**src/rtl/risc_control_fsm.sv**
```systemverilog
// Moore sequencer for the Simple RISC Machine: fetch, PC increment, decode, then per-instruction datapath/memory control.
// Outputs depend on state only; BRANCH also folds in b_cond and the status flags to choose the PC update.
module risc_control_fsm #(
   parameter int STATE_W = 5
) (
   input  logic       clk,
   input  logic       reset,
   input  logic [2:0] opcode,
   input  logic [1:0] op,
   input  logic [2:0] b_cond,
   input  logic       Z,
   input  logic       N,
   input  logic       V,
   output logic [2:0] nsel,
   output logic [1:0] vsel,
   output logic       loada,
   output logic       loadb,
   output logic       loadc,
   output logic       loads,
   output logic       asel,
   output logic       bsel,
   output logic       write,
   output logic       load_ir,
   output logic       load_pc,
   output logic       reset_pc,
   output logic [1:0] pc_sel,
   output logic       addr_sel,
   output logic       load_addr,
   output logic [1:0] mem_cmd,
   output logic       halted
);

   localparam logic [2:0] NS_RN = 3'b100;
   localparam logic [2:0] NS_RD = 3'b010;
   localparam logic [2:0] NS_RM = 3'b001;
   localparam logic [1:0] MEM_NONE  = 2'b00;
   localparam logic [1:0] MEM_READ  = 2'b01;
   localparam logic [1:0] MEM_WRITE = 2'b10;

   typedef enum logic [STATE_W-1:0] {
      S_RST, S_IF1, S_IF2, S_UPD_PC, S_DECODE, S_WR_IMM,
      S_GET_A, S_GET_B, S_ALU_A0, S_ALU, S_WR_RD, S_CMP,
      S_ADDR, S_LD_ADDR, S_MEM_RD, S_WR_MEM, S_GET_RD, S_PASS_B,
      S_MEM_WR, S_BRANCH, S_LINK, S_BRANCH_AL, S_BX_PC, S_HALT
   } state_t;

   state_t state, state_next;
   logic   taken;

   always_ff @(posedge clk) begin
      if (reset) state <= S_RST;
      else       state <= state_next;
   end

   always_comb begin
      case (b_cond)
         3'b000:  taken = 1'b1;
         3'b001:  taken = Z;
         3'b010:  taken = ~Z;
         3'b011:  taken = N ^ V;
         3'b100:  taken = (N ^ V) | Z;
         default: taken = 1'b0;
      endcase
   end

   always_comb begin
      state_next = state;
      nsel       = 3'b000;
      vsel       = 2'b00;
      loada      = 1'b0;
      loadb      = 1'b0;
      loadc      = 1'b0;
      loads      = 1'b0;
      asel       = 1'b0;
      bsel       = 1'b0;
      write      = 1'b0;
      load_ir    = 1'b0;
      load_pc    = 1'b0;
      reset_pc   = 1'b0;
      pc_sel     = 2'b00;
      addr_sel   = 1'b0;
      load_addr  = 1'b0;
      mem_cmd    = MEM_NONE;
      halted     = 1'b0;
      case (state)
         S_RST: begin
            reset_pc   = 1'b1;
            load_pc    = 1'b1;
            state_next = S_IF1;
         end
         S_IF1: begin
            addr_sel   = 1'b1;
            mem_cmd    = MEM_READ;
            state_next = S_IF2;
         end
         S_IF2: begin
            addr_sel   = 1'b1;
            mem_cmd    = MEM_READ;
            load_ir    = 1'b1;
            state_next = S_UPD_PC;
         end
         S_UPD_PC: begin
            load_pc    = 1'b1;
            state_next = S_DECODE;
         end
         S_DECODE: begin
            case ({opcode, op}) inside
               5'b110_10:                   state_next = S_WR_IMM;
               5'b110_00, 5'b101_11:        state_next = S_GET_B;
               5'b101_00, 5'b101_10,
               5'b101_01, 5'b011_00,
               5'b100_00:                   state_next = S_GET_A;
               5'b001_00:                   state_next = S_BRANCH;
               5'b010_11, 5'b010_10:        state_next = S_LINK;
               5'b010_00:                   state_next = S_GET_RD;
               5'b111_??:                   state_next = S_HALT;
               default:                     state_next = S_IF1;
            endcase
         end
         S_WR_IMM: begin
            nsel       = NS_RN;
            vsel       = 2'b01;
            write      = 1'b1;
            state_next = S_IF1;
         end
         S_GET_A: begin
            nsel       = NS_RN;
            loada      = 1'b1;
            state_next = (opcode == 3'b011 || opcode == 3'b100) ? S_ADDR : S_GET_B;
         end
         S_GET_B: begin
            nsel  = NS_RM;
            loadb = 1'b1;
            // MOV reg / MVN skip A; CMP only needs the flags
            if (opcode == 3'b110 || (opcode == 3'b101 && op == 2'b11)) state_next = S_ALU_A0;
            else if (op == 2'b01)                                      state_next = S_CMP;
            else                                                       state_next = S_ALU;
         end
         S_ALU_A0: begin
            asel       = 1'b1;
            loadc      = 1'b1;
            state_next = S_WR_RD;
         end
         S_ALU: begin
            loadc      = 1'b1;
            state_next = S_WR_RD;
         end
         S_WR_RD: begin
            nsel       = NS_RD;
            write      = 1'b1;
            state_next = S_IF1;
         end
         S_CMP: begin
            loads      = 1'b1;
            state_next = S_IF1;
         end
         S_ADDR: begin
            bsel       = 1'b1;
            loadc      = 1'b1;
            state_next = S_LD_ADDR;
         end
         S_LD_ADDR: begin
            load_addr  = 1'b1;
            state_next = (opcode == 3'b011) ? S_MEM_RD : S_GET_RD;
         end
         S_MEM_RD: begin
            mem_cmd    = MEM_READ;
            state_next = S_WR_MEM;
         end
         S_WR_MEM: begin
            mem_cmd    = MEM_READ;
            nsel       = NS_RD;
            vsel       = 2'b10;
            write      = 1'b1;
            state_next = S_IF1;
         end
         S_GET_RD: begin
            nsel       = NS_RD;
            loadb      = 1'b1;
            state_next = S_PASS_B;
         end
         S_PASS_B: begin
            asel       = 1'b1;
            loadc      = 1'b1;
            state_next = (opcode == 3'b100) ? S_MEM_WR : S_BX_PC;
         end
         S_MEM_WR: begin
            mem_cmd    = MEM_WRITE;
            state_next = S_IF1;
         end
         S_BRANCH: begin
            load_pc    = taken;
            pc_sel     = taken ? 2'b01 : 2'b00;
            state_next = S_IF1;
         end
         S_LINK: begin
            nsel       = NS_RN;
            vsel       = 2'b11;
            write      = 1'b1;
            state_next = (op == 2'b11) ? S_BRANCH_AL : S_GET_RD;
         end
         S_BRANCH_AL: begin
            load_pc    = 1'b1;
            pc_sel     = 2'b01;
            state_next = S_IF1;
         end
         S_BX_PC: begin
            load_pc    = 1'b1;
            pc_sel     = 2'b10;
            state_next = S_IF1;
         end
         S_HALT: begin
            halted     = 1'b1;
            state_next = S_HALT;
         end
         default: state_next = S_RST;
      endcase
   end

endmodule
```
**config.mk**
```make
export PLATFORM = sky130hd
export DESIGN_NAME = risc_control_fsm
export DESIGN_NICKNAME = d
export VERILOG_FILES = /design/src/rtl/risc_control_fsm.sv
export SDC_FILE = /design/constraint.sdc
export NUM_CORES = 1
export LEC_CHECK = 0
export CORE_MARGIN = 2
export CORE_UTILIZATION = 45
export CTS_CLUSTER_DIAMETER = 120
export DETAILED_ROUTE_END_ITERATION = 6
export PLACE_DENSITY = 0.8
export SLEW_MARGIN = 30
export SYNTH_ARGS = -nofsm -noshare
export SYNTH_HDL_FRONTEND = slang
export SYNTH_SLANG_ARGS = --single-unit
```
**constraint.sdc**
```tcl
create_clock -name clk -period 5.2 [get_ports clk]
set_input_delay 1.3 -clock clk [delete_from_list [all_inputs] [get_ports clk]]
set_output_delay 1.3 -clock clk [all_outputs]
set_load 0.1 [all_outputs]
```
Word level (Yosys, flattened, before mapping)
Cells that the tools add are included.
{"block": "word_totals", "register_bits": 5, "input_bits": 13, "out_inout_bits": 22, "wordCells": 102}
{"block": "classes", "eq_ne": 46, "mux": 33, "n_bitwise": 3, "reduce_logical": 19}
{"op": "equality test 5 bit, second input constant", "n": 15}
{"op": "case mux 5 bit (15 select lines)", "n": 1}
{"op": "equality test 5 x 4 -> 1 bit, second input constant", "n": 12}
{"op": "2-to-1 mux 5 bit", "n": 8}
{"op": "equality test 5 x 3 -> 1 bit, second input constant", "n": 5}
{"op": "OR reduction 4 bit", "n": 4}
{"op": "equality test 3 bit, second input constant", "n": 5}
{"op": "2-to-1 mux 1 bit", "n": 13}
{"op": "case mux 2 bit (3 select lines)", "n": 2}
{"op": "OR reduction 2 bit", "n": 6}
{"op": "equality test 5 x 2 -> 1 bit, second input constant", "n": 2}
{"op": "equality test 3 x 2 -> 1 bit, second input constant", "n": 3}
{"op": "case mux 3 bit (3 select lines)", "n": 1}
{"op": "OR reduction 9 bit", "n": 1}
{"op": "2-to-1 mux 3 bit", "n": 2}
{"op": "OR reduction 3 bit", "n": 2}
{"op": "equality test 5 x 1 -> 1 bit, second input constant", "n": 1}
{"op": "logical NOT 5 bit", "n": 1}
{"op": "case mux 1 bit (5 select lines)", "n": 1}
{"op": "OR reduction 5 bit", "n": 1}
{"op": "2-to-1 mux 2 bit", "n": 2}
{"op": "2-to-1 mux 4 bit", "n": 1}
{"op": "case mux 2 bit (2 select lines)", "n": 1}
{"op": "equality test 3 x 1 -> 1 bit, second input constant", "n": 1}
{"op": "9 further kinds", "n": 10}

Longest topological paths before layout
Gate-level depths: netlist of the first run.
{"block": "logic_depth", "ltp_word": 9, "ltp_mapped": 6, "ltp_nobuf": 4}

Worst setup path before layout of the first run
Ideal clock, no wire load.
{"block": "synth_timing", "path_type": "input to output", "from": "input port V", "to": "output port load_pc", "arrival_ns": 4.171, "path_slack_ns": -0.271, "stages": 4, "path_cell_list": "xor2_1 a21oi_1 o32a_1 o31ai_1"}
{"block": "synth_via", "elab_chain_cells": 4}
{"element": "start, declared", "line_no": "13", "text": "input logic V,"}
{"element": "bitwise XOR 1 bit (*)", "line_no": "60, 61"}
{"element": "OR 1 bit", "line_no": "61", "text": "3'b100: taken = (N ^ V) | Z;"}
{"element": "case mux 1 bit (5 select lines) (*)", "line_no": "56", "text": "case (b_cond)"}
{"element": "case mux 1 bit (2 select lines) (*)", "line_no": "85", "text": "case (state)"}
{"element": "end, declared", "line_no": "24", "text": "output logic load_pc,"}
Mark *: on every way between the ends. The rest lies on a longest branch, timed or not.

Worst setup path in the final report of the first run
Ends and elaborated chain as after synthesis.

==> results of run 1 <==
==> area by class of cell <==
| class | count | area share [%] |
|---|---|---|
| multi-input cells | 134 | 61.50 |
| repair buffers | 34 | 24.41 |
| flip-flops and latches | 5 | 7.512 |
| well taps | 28 | 2.629 |
| clock buffers | 4 | 1.972 |
| inverters | 7 | 1.972 |
==> cell families (layout without fill, tap and decap cells) <==
family | count (synthesis) | count (layout) | synth area share, %
compound gates | 51 | 51 | 34.73
xor+xnor | 4 | 4 | 3.462
buf+inv | 22 | 45 | 9.642
flops | 5 | 5 | 9.889
mux | 1 | 1 | 0.9889
simple gates | 78 | 78 | 41.28
==> metal layers <==
layer	up-vias	GRT usage [%]	part of all wire (%)
met5	-	0	0
met4	0	1.316	0
met3	0	3.801	5.4
met2	43	39.32	48
met1	577	31.63	47
li1	642	-	-
==> synthesized netlist by cell type (3+ instances only) <==
| library cell | n | area share (%) |
|---|---|---|
| a21oi_1 | 11 | 5.4 |
| nand2b_1 | 9 | 5.6 |
| nor2_1 | 21 | 7.8 |
| clkbuf_1 | 10 | 3.7 |
| nand3b_1 | 3 | 2.2 |
| nand2_1 | 10 | 3.7 |
| and3_1 | 4 | 2.5 |
| dfxtp_1 | 5 | 9.9 |
| nand3_1 | 5 | 2.5 |
| xor2_1 | 3 | 2.6 |
| inv_1 | 7 | 2.6 |
| o21ai_0 | 9 | 4.4 |
| nor3_1 | 9 | 4.4 |
| a31oi_1 | 5 | 3.1 |
| nor4_1 | 4 | 2.5 |
| buf_2 | 3 | 1.5 |
==> final timing paths <==
check | endpoint | cells past startpoint | slack (ns) | start
max | load_pc | 6 | 0.89 | V
min | state[3] | 2 | 0.80 | state[2]
max reg2reg | state[1] | 4 | 3.13 | state[1]
min reg2reg | state[3] | 2 | 0.80 | state[2]
==> critical path, cell delays in order <==
cell and delay, ns:
clkdlybuf4s50_1 0.48, xor2_1 0.22, a21oi_1 0.13, o32a_1 0.37
o31ai_2 0.18, buf_4 0.32
==> report_power, final <==
group          leakage [nW]  switching (mW)  internal, mW
Combinational         0.401           0.189        0.0790
Sequential           0.0409          0.0268        0.0429
Clock                0.0150          0.0141        0.0289
==> through the flow <==
step | worst slack (ns) | power, mW | utilization (%)
finish | 0.8905 | 0.3806 | 61.42
global route | 0.7962 | 0.4053 | 61.42
CTS | 0.8877 | 0.3820 | 61.42
detailed placement | 0.8980 | 0.3362 | 60.21
global placement | 0.9487 | 0.3346 | 60.21
floorplan | 0.5936 | 0.2831 | -
==> layout by cell type, fill, tap and decap left out, types with 2 or more instances in the layout <==
cell type        instances
nor4_1                   4
o21ai_0                  9
or2_2                    2
nor3_1                   9
or3_1                    2
o22ai_1                  2
clkbuf_4                 3
nand3b_1                 3
xor2_1                   3
buf_4                    6
nand2b_1                 9
o211ai_1                 2
and2_1                   2
nand2_1                 10
clkdlybuf4s50_1         28
a311o_1                  2
nor3b_1                  2
inv_1                    7
nand3_1                  5
nor2_1                  21
dfxtp_1                  5
a31oi_1                  5
and3_1                   4
a211oi_1                 2
a21oi_1                 11
a22oi_1                  2
==> flow_metrics.py, run 1 <==
metrics = {
    "status": {
        "run_status": "completed",
    },
    "global_routing": {
        "via_count_of_the_first_global_routing_pass": 1062,
        "grt_overflow": 0,
        "grt_usage_pct": 23.03,
        "first_pass_grt_wire_length_um": 4788,
        "antenna_found_initial": 0,
        "pin_count_of_the_biggest_net_entering_global_routing": 28,
    },
    "placement": {
        "dpl_cell_area_um2": 1306,
        "dp_hpwl_um": 2175,
        "port-buffer-count": 34,
        "routability_congestion": 0.8692,
        "dp.cells": 208,
    },
    "sta": {
        "rsz0062_at_grt": "no",
        "setup_viol": 0,
        "timing_max_transition_violations_final": 0,
        "final-hold-violation-count": 0,
        "whs_ns": 0.7951,
        "clock_skew_ns": 0.0004949,
        "worst_slew_margin_rel_pct": 34.32,
        "fin_crit_ns": 4.310,
        "max_slew.worst_pin.slew_ns": 0.9822,
        "achievable-frequency_mhz": 232.0,
        "fin_setup_tns_ns": 0,
        "final_min_period_over_clock_period_pct": 82.88,
    },
    "setup_path": {
        "critPathCaptureType": "output pin",
        "cp_max_fo": 3,
        "worstSetupPathType": "in2out",
        "cp-start-kind": "primary input",
        "critical_path_arrival_ns": 3.01,
        "data_required_critical_path_ns": 3.90,
    },
    "synthesis": {
        "synth_area_per_cell_um2": 6.287,
        "yosysUniqueCellTypes": 49,
        "synth_cell_area_um2": 1012,
        "gate_count_of_the_mapped_netlist": 161,
        "synth_async_sr_flop_share_pct": 0,
        "yosys_warnings": 0,
        "postSynthNetCount": 174,
        "synth_edf_count": 0,
        "yosysSeqAreaShare_pct": 9.889,
        "ys_flop_type": "dfxtp_1",
        "yosys_register_bits": 5,
    },
    "finish": {
        "area.sequential_um2": 100.1,
        "diodes": 0,
        "fillers": 225,
        "largest_registers": "state: 5 flops",
        "finalInstanceArea_um2": 1333,
        "area_delta_synth_final_pct": 31.64,
        "most_flop_heavy_register": "state",
        "num-nets-final": 198,
        "ratio_of_cells_with_drive_above_1_in_the_final_layout_pct": 8.152,
        "finalNonFillerCells": 212,
        "largest_register_ffs": 5,
        "multi_input_area_um2": 819.5,
    },
    "route": {
        "dr.first_iter.drc_count": 54,
        "post_route_antenna_net_violation_count": 0,
        "wl_per_cell_um": 13.47,
        "vias": 1262,
        "postRouteWirelength_um": 2855,
        "drc": 0,
        "detail_route.vias_per_cell": 5.953,
        "first_pass_iters": 4,
    },
    "power_and_ir_drop": {
        "power.density_cell_area_nw_per_um2": 285.6,
        "total_leakage_power_nw": 0.4570,
        "irDropWorstVdd_mv": 0.2019,
    },
    "die": {
        "fp.coreArea_um2": 2170,
        "start_util_pct": 46.66,
        "design.die.area_um2": 2645,
        "placementRows": 17,
        "design.portCount": 35,
        "dieWidth_um": 51.43,
        "floorplan.die.height_um": 51.43,
    },
    "clock_network": {
        "postCtsHoldBufs": 0,
        "cts_inserted_buffers": 3,
        "register_clock_pin_slew_on_the_reported_worst_setup_and_hold_paths_ns": 0.04,
        "worst_skew_pair.late_latency_ns": 0.23,
        "tritoncts_num_sinks": 5,
        "cts.root.buffer_cell": "clkbuf_4",
        "clock_tree.buffer_depth": 2,
        "post_cts_resized": 0,
        "cts.htree.levels": 1,
        "cts_tree": "built",
        "number_of_buffers_inserted_by_post_cts_setup_repair": 0,
    },
    "hold_path": {
        "min-delay-path-class": "reg2reg",
    },
    "flow_run": {
        "maxCapViolations": 0,
    },
}
No activity file was read; power rests on OpenSTA's default activity.
==> run 2, diff against run 1 <==
clock period = 4.48 ns   (was 5.2 ns; I/O delays follow)
==> run 2 against run 1 <==
Register-to-register slack worse by 0.56 ns. Combinational power up 26%. Utilization down 0.35 points. Via count up 0.87%. Largest cell class unchanged.
==> flow_metrics.py, run 2 (synthesis results as in run 1) <==
metrics = {
    "status": {
        "run_status": "completed",
    },
    "power_and_ir_drop": {
        "power.share.sequential_pct": 14.5,
        "combPwrFrac_pct": 74.3,
        "share_clk_of_total_power_pct": 11.2,
        "intPower_mw": 0.1830,
        "total_leakage_power_nw": 0.4995,
        "sw_pwr_mw": 0.2727,
        "switching_portion_of_total_power_pct": 59.85,
        "power.density_cell_area_nw_per_um2": 343.9,
        "irDropWorstVdd_mv": 0.2346,
    },
    "route": {
        "drc": 0,
        "dr.first_iter.drc_count": 35,
        "first_pass_iters": 4,
        "post_route_antenna_net_violation_count": 0,
        "detail_route.vias_per_cell": 5.977,
        "postRouteWirelength_um": 2920,
        "wl_per_cell_um": 13.71,
        "vias": 1273,
    },
    "sta": {
        "timing_max_transition_violations_final": 0,
        "final-hold-violation-count": 0,
        "clock_skew_ns": 0.002833,
        "final_min_period_over_clock_period_pct": 87.88,
        "achievable-frequency_mhz": 254.0,
        "fin_crit_ns": 3.937,
        "rsz0062_at_grt": "no",
        "max_slew.worst_pin.slew_ns": 0.7940,
        "fin_setup_tns_ns": 0,
        "worst_slew_margin_rel_pct": 47.00,
        "setup_viol": 0,
    },
    "finish": {
        "largest_register_ffs": 5,
        "finalInstanceArea_um2": 1325,
        "ratio_of_cells_with_drive_above_1_in_the_final_layout_pct": 17.30,
        "area_delta_synth_final_pct": 30.90,
        "most_flop_heavy_register": "state",
        "finalNonFillerCells": 213,
        "finalCoreUtilization_pct": 61.07,
        "largest_registers": "state: 5 flops",
        "diodes": 0,
        "top_library_cells_by_usage_in_the_layout_fill_and_taps_aside": "nor2_1 (21), buf_4 (21), clkdlybuf4s50_1 (12)",
        "num-nets-final": 199,
    },
    "die": {
        "design.die.area_um2": 2645,
        "start_util_pct": 46.66,
        "design.portCount": 35,
        "fp.coreArea_um2": 2170,
        "placementRows": 17,
        "floorplan.die.height_um": 51.43,
        "dieWidth_um": 51.43,
    },
    "clock_network": {
        "number_of_buffers_inserted_by_post_cts_setup_repair": 0,
        "cts_tree": "built",
        "cts.root.buffer_cell": "clkbuf_4",
        "cts.htree.levels": 1,
        "post_cts_resized": 0,
        "clock_tree.buffer_depth": 2,
        "cts_inserted_buffers": 3,
        "postCtsHoldBufs": 0,
        "register_clock_pin_slew_on_the_reported_worst_setup_and_hold_paths_ns": 0.04,
        "worst_skew_pair.late_latency_ns": 0.24,
        "tritoncts_num_sinks": 5,
    },
    "global_routing": {
        "via_count_of_the_first_global_routing_pass": 1059,
        "pin_count_of_the_biggest_net_entering_global_routing": 28,
        "antenna_found_initial": 0,
        "first_pass_grt_wire_length_um": 4733,
        "grt_usage_pct": 22.67,
        "grt_overflow": 0,
    },
    "placement": {
        "dpl_cell_area_um2": 1299,
        "routability_congestion": 0.8740,
        "port-buffer-count": 34,
        "dp_hpwl_um": 2170,
        "dp.cells": 209,
    },
    "setup_path": {
        "crit_family": "compound AO/OA/AOI/OAI gates",
        "critical_path_arrival_ns": 2.82,
        "critPathCaptureType": "output pin",
        "data_required_critical_path_ns": 3.36,
        "cp_max_fo": 3,
        "critPathBufInv": 2,
        "cp-start-kind": "primary input",
        "slowest_stage_cell_cp": "clkdlybuf4s50_1",
        "worstSetupPathType": "in2out",
        "critPathMaxStageDelay_ns": 0.48,
        "worstPathCellList": "clkdlybuf4s50_1, xor2_1, a21oi_1, o32a_1, o31ai_2, buf_12",
    },
    "flow_run": {
        "maxCapViolations": 0,
    },
    "hold_path": {
        "min-delay-path-class": "reg2reg",
    },
}
-- run 2: path summary, 6_finish.rpt --
path / startpoint / end / slack [ns] / cells after the start
hold / removal: state[2] / state[3] / 0.79 / 2
setup / recovery: N / load_pc / 0.54 / 6
setup reg to reg: state[0] / state[1] / 2.57 / 4
hold reg to reg: state[2] / state[3] / 0.79 / 2
-- run 2: layout make-up --
cell class / count / area (um2)
repair buffers: 35 / 317.8
clock buffers: 4 / 26.28
well taps: 28 / 35.03
fillers: 222 / 844.6
flip-flops and latches: 5 / 100.1
multi-input cells: 134 / 819.5
inverters: 7 / 26.28
-- run 2: worst min-delay path, delay by kind of cell, from the launching register on --
kind	cells	cell delay, ns
compound gates	2	0.24
flops	1	0.49
-- run 2: power by group through the flow --
stage | registers, mW | logic [mW] | clock network [mW]
5_1_grt | 0.0675 | 0.358 | 0.0573
4_1_cts | 0.0660 | 0.338 | 0.0527
6_report | 0.0662 | 0.339 | 0.0509
3_5_place_dp | 0.0667 | 0.337 | 0
2_1_floorplan | 0.0525 | 0.276 | 0
3_3_place_gp | 0.0665 | 0.333 | 0
-- run 2: stage by stage --
step | setup slack (ns) | hold slack, ns | power [mW]
final | 0.5431 | 0.7890 | 0.4557
after global routing | 0.4496 | 0.8278 | 0.4831
after CTS | 0.5428 | 0.7875 | 0.4564
after detailed placement | 0.5633 | 0.7782 | 0.4037
after global placement | 0.6133 | 0.7750 | 0.3996
after floorplan | 0.2336 | 0.6270 | 0.3286
-- run 2: metal layers --
layer / part of all wire [%] / track usage, %
met1: 46 / 29.91
met2: 48 / 40.38
met3: 5.8 / 3.509
met4: 0 / 1.316
met5: 0 / 0
